**src/rtl/dsp_macro.sv**
```systemverilog
// dsp_macro: pipelined multiply-accumulate slice, P = A*B + C + CARRYIN.
// Three register stages (inputs, product, result); latency 3, one result per cycle.
// There is no handshake: every input is sampled on every rising CLK edge,
// and P is always the registered result of the inputs sampled two edges earlier.
// Optional pre-adder: define DSP_MACRO_PREADD_D_EN to add port D and compute
// P = (A+D)*B + C + CARRYIN.
module dsp_macro #(
    parameter int A_WIDTH     = 8,
    parameter int B_WIDTH     = 8,
    parameter int C_WIDTH     = 16,
    parameter int P_WIDTH     = 16,
    parameter int SIGNED_MODE = 1
) (
    input  logic               CLK,
    input  logic               RSTN,
    input  logic               CARRYIN,
    input  logic [A_WIDTH-1:0] A,
    input  logic [B_WIDTH-1:0] B,
    input  logic [C_WIDTH-1:0] C,
`ifdef DSP_MACRO_PREADD_D_EN
    input  logic [A_WIDTH-1:0] D,
`endif
    output logic [P_WIDTH-1:0] P
);

`ifdef DSP_MACRO_PREADD_D_EN
    localparam int AW = A_WIDTH + 1;   // pre-adder output is one bit wider than A
`else
    localparam int AW = A_WIDTH;
`endif
    localparam int MW = AW + B_WIDTH;                      // full product width
    localparam int SW = (MW > P_WIDTH) ? MW : P_WIDTH;     // post-add working width

    localparam logic IS_SIGNED = (SIGNED_MODE != 0);

    // stage 1 registers
    logic [A_WIDTH-1:0] a1;
    logic [B_WIDTH-1:0] b1;
    logic [C_WIDTH-1:0] c1;
    logic               ci1;
`ifdef DSP_MACRO_PREADD_D_EN
    logic [A_WIDTH-1:0] d1;
`endif

    // stage 2 registers
    logic [MW-1:0]      m;
    logic [C_WIDTH-1:0] c2;
    logic               ci2;

    // combinational multiply / post-add
    logic [AW-1:0] a_op;
    logic [MW-1:0] a_ext;
    logic [MW-1:0] b_ext;
    logic [MW-1:0] prod;
    logic [SW-1:0] m_ext;
    logic [SW-1:0] c_ext;
    logic [SW-1:0] sum;

    // Stage 1: capture all operands every cycle
    always_ff @(posedge CLK) begin
        if (!RSTN) begin
            a1  <= '0;
            b1  <= '0;
            c1  <= '0;
            ci1 <= 1'b0;
`ifdef DSP_MACRO_PREADD_D_EN
            d1  <= '0;
`endif
        end else begin
            a1  <= A;
            b1  <= B;
            c1  <= C;
            ci1 <= CARRYIN;
`ifdef DSP_MACRO_PREADD_D_EN
            d1  <= D;
`endif
        end
    end

`ifdef DSP_MACRO_PREADD_D_EN
    // Pre-adder: extend both operands by one bit so A1+D1 can never overflow
    always_comb begin
        a_op = {IS_SIGNED & a1[A_WIDTH-1], a1} + {IS_SIGNED & d1[A_WIDTH-1], d1};
    end
`else
    // Without the pre-adder the multiplicand is the stage-1 A register
    always_comb begin
        a_op = a1;
    end
`endif

    // Multiplier: extend both factors to the product width, so the low MW
    // bits of an unsigned multiply equal the signed or unsigned product
    always_comb begin
        a_ext = {{(MW-AW){IS_SIGNED & a_op[AW-1]}}, a_op};
        b_ext = {{(MW-B_WIDTH){IS_SIGNED & b1[B_WIDTH-1]}}, b1};
        prod  = a_ext * b_ext;
    end

    // Stage 2: product register, with C and carry-in delayed to match
    always_ff @(posedge CLK) begin
        if (!RSTN) begin
            m   <= '0;
            c2  <= '0;
            ci2 <= 1'b0;
        end else begin
            m   <= prod;
            c2  <= c1;
            ci2 <= ci1;
        end
    end

    // Post-adder: extend M and C to the working width, add carry-in as +0/+1
    always_comb begin
        m_ext = SW'(m);
        for (int i = MW; i < SW; i++) begin
            m_ext[i] = IS_SIGNED & m[MW-1];
        end
        c_ext = SW'(c2);
        for (int i = C_WIDTH; i < SW; i++) begin
            c_ext[i] = IS_SIGNED & c2[C_WIDTH-1];
        end
        sum = m_ext + c_ext + {{(SW-1){1'b0}}, ci2};
    end

    // Stage 3: result register, wraps modulo 2^P_WIDTH
    always_ff @(posedge CLK) begin
        if (!RSTN) begin
            P <= '0;
        end else begin
            P <= sum[P_WIDTH-1:0];
        end
    end

endmodule

```
**config.mk**
```make
export PLATFORM = sky130hd
export DESIGN_NAME = dsp_macro
export DESIGN_NICKNAME = d
export VERILOG_FILES = /design/src/rtl/dsp_macro.sv
export SDC_FILE = /design/constraint.sdc
export NUM_CORES = 1
export LEC_CHECK = 0
export ABC_CLOCK_PERIOD_IN_PS = 4000
export CAP_MARGIN = 15
export CORE_MARGIN = 2
export CORE_UTILIZATION = 53
export DETAILED_ROUTE_END_ITERATION = 7
export HOLD_SLACK_MARGIN = 0.05
export PLACE_DENSITY = 0.8
export SKIP_CTS_REPAIR_TIMING = 1
export SLEW_MARGIN = 20
export SYNTH_ARGS = -nofsm -noshare
export SYNTH_HDL_FRONTEND = slang
export SYNTH_SLANG_ARGS = --single-unit
```
**constraint.sdc**
```tcl
create_clock -name CLK -period 4 [get_ports CLK]
set_clock_uncertainty 0.1 [all_clocks]
set_input_delay 0.8 -clock CLK [delete_from_list [all_inputs] [get_ports CLK]]
set_output_delay 0.8 -clock CLK [all_outputs]
set_load 0.005 [all_outputs]
```
==> run metrics <==
first-pass GRT wire length=18100 um; internal power=1.47 mW; critical path fanouts, max=5; Core Rows=36; Yosys warning count=0; type of the worst setup path=flop to flop; Critical Path Start=b1[3]; setup TNS=-0.607 ns; post-route minimum period=4.14 ns; max-cap violations=0; WP data required=4.12 ns; initial DRC count=183; net count after synthesis=686; leak pwr=2.98 nW; Core Footprint=9770 um^2; setup ws final=-0.145 ns; sequential cell fraction of total power=42.4%; Overflow after GRT=0; power per cell area=332 nW/um^2; maximum root-to-sink buffer count=2; worst hold path class=flop to flop; CTS H-tree lvls=3; Multi-input gate area=3450 um^2; Switching Fraction=32.6%; vias in the first global route=4090; Final Cell Area=6580 um^2; hold path startpoint=c1[12]; DRC=0; largest net degree at the start of global routing=61; Total Routing Usage GR=20.5%; Max Freq=241 MHz; post-synthesis sequential area ratio=30.8%; Logic pwr share=31.3%; fin nets=775; Synth Instances=551; PortBufs=50; Vias=3899; wire length per cell=13.5 um; failing checks=setup timing; Critical Path AT=4.27 ns; ANT nets after route=0; initial antenna violation count=0; final hold violation count=0; Die Height=104 um; Slew @ Worst Pin=0.792 ns; CP endpoint kind=flop; non-filler instance count after layout=778; Ant. Diodes=0; vias per std cell=5.01; post-place instance area=6220 um^2; worst-skew pair later-pin latency=0.35 ns; RSZ-0062 raised after global routing=true; total CTS buffers=9; Hold Path Depth=1; top cells by area, synth=dfxtp_1 31%, fa_1 21%, and2_1 11%; setup violators final=5; CTS root buffer=clkbuf_8; routability cong.=0.894; drt total wl=10500 um; post-synth cell types=40; Final period util=104%; Yosys top cell by area=dfxtp_1; post-detailed-placement half-perimeter wirelength=7800 um; Net Sw Power=0.713 mW; top cell type's share of synthesized area=30.8%; Die Footprint=10900 um^2; VDD IR-drop max=200 uV; Clk network pwr share=26.3%; area grow syn2layout=23.6%; fill cell count=763; register area=1680 um^2; Pre-Repair DR Iteration Count=4; Max-slew headroom=47.2%; Worst R2R Path Depth=16; max-slew violations=0; Yosys reg bits=82; Starting Density=54.5%; syn_area_per_cell=9.66 um^2; worst r2r src=b1[3]; die width=104 um; Hold Slack=0.339 ns; Clock Sinks=82; layout cell share with drive strength beyond 1=15.8%; status=finished, violations left; clk slew on worst S/H paths=0.09 ns; CTS tree=done; startpoint types=flop; Mapped Area=5330 um^2; I/O pin total=51; Placed Cells=757
## final timing paths
path                                to  slack [ns]
worst min register to register  c2[12]        0.34
worst min-delay path            c2[12]        0.34
worst max-delay path             m[15]       -0.14
worst max register to register   m[15]       -0.14
## cell families (layout without fill, tap and decap cells)
group / Yosys count / after routing / share of synthesized area, %
xor gates and xnor gates: 22 / 22 / 3.62
DFF: 82 / 82 / 30.8
adders and majority gates: 100 / 100 / 31.5
buffers and inverters: 95 / 189 / 6.74
AOI/OAI and AO/OA: 61 / 61 / 7.42
and+or+nand+nor: 189 / 189 / 19.5
muxes: 2 / 2 / 0.399
## flip-flops by register name, summed over array words and instances, names as in the netlist
signal and flops:
b1 8, a1 8, c1 16, ci2 1
ci1 1, m 16, P 16, c2 16
## final cells by class
cell class,count,area share (%)
clock inverters,7,0.913
repair buffers,88,11.9
well taps,133,2.53
flip-flops and latches,82,25.5
clock buffers,9,1.88
inverters,85,4.85
multi-input cells,374,52.4
## routing by layer
| layer | GRT usage (%) | part of all wire, % |
|---|---|---|
| met4 | 7.05 | 1.9 |
| met5 | 0 | 0 |
| met1 | 22.8 | 40 |
| met2 | 38.7 | 54 |
| met3 | 4.01 | 3.9 |
## cell usage after synthesis
| cell | n |
|---|---|
| nor3b_1 | 1 |
| a21boi_1 | 1 |
| nand2b_1 | 4 |
| mux2i_1 | 1 |
| o211ai_1 | 3 |
| xnor2_1 | 16 |
| o31ai_1 | 1 |
| mux2_2 | 1 |
| o31a_1 | 2 |
| a311oi_1 | 1 |
| or3_1 | 2 |
| or2_1 | 1 |
| and3_1 | 1 |
| o21a_1 | 5 |
| o221ai_2 | 1 |
| fa_1 | 57 |
| a31oi_1 | 4 |
| clkbuf_1 | 8 |
| o31ai_2 | 1 |
| ha_1 | 43 |
| a211o_1 | 1 |
| nand2b_2 | 1 |
| a21oi_1 | 15 |
| and2_1 | 97 |
| nand3_1 | 8 |
| o21ai_0 | 9 |
| buf_2 | 2 |
| a211oi_1 | 3 |
| a21o_1 | 2 |
| o21ai_1 | 9 |
| dfxtp_1 | 82 |
| nor2_1 | 27 |
| a21oi_2 | 2 |
| nor3_1 | 10 |
| nor2b_1 | 11 |
| xor2_1 | 6 |
| inv_1 | 85 |
| nand2_1 | 25 |
| and4_1 | 1 |
| a211oi_2 | 1 |
## per-stage QoR
step	util (%)	power [mW]	setup WS [ns]
global route	67.3	2.33	-0.363
finish	67.3	2.19	-0.145
global placement	63.6	1.55	-0.0975
floorplan	-	1.36	-0.000114
detailed placement	63.6	1.58	-0.213
CTS	65.5	2.15	-0.233
## critical path: stages (launching register included)
cell and delay, ns:
dfxtp_4 0.37, and2_4 0.16, fa_1 0.53, inv_1 0.05, fa_1 0.49, inv_2 0.04, fa_1 0.54, inv_2 0.04
fa_1 0.49, inv_2 0.04, ha_4 0.28, nand3_2 0.06, o211ai_1 0.32, o31ai_2 0.15, o21ai_1 0.16, xnor2_1 0.14
nor2_1 0.05
## cells in the final DEF, fill, tap and decap left out, types with 4 or more instances in the layout
cell type / n
inv_2: 5
o21ai_0: 6
ha_4: 4
and2_4: 4
a21oi_1: 13
nand2_1: 25
o21ai_1: 11
nor2b_1: 10
nand3_1: 6
clkbuf_8: 9
dfxtp_2: 6
nor2_1: 26
nor3_1: 8
dfxtp_4: 7
nand2b_1: 4
xor2_1: 6
inv_1: 80
ha_1: 37
dfxtp_1: 69
xnor2_1: 16
clkdlybuf4s50_1: 50
buf_4: 38
a31oi_1: 4
a21oi_2: 4
fa_1: 55
and2_1: 93
o21a_1: 5
## power by group through the flow
stage | logic (mW) | registers [mW] | clock network, mW
2_1_floorplan | 0.419 | 0.940 | 0
3_3_place_gp | 0.607 | 0.943 | 0
3_5_place_dp | 0.630 | 0.946 | 0
4_1_cts | 0.637 | 0.927 | 0.588
5_1_grt | 0.767 | 0.935 | 0.631
6_report | 0.683 | 0.927 | 0.575
Power figures use the tool's default switching activity.
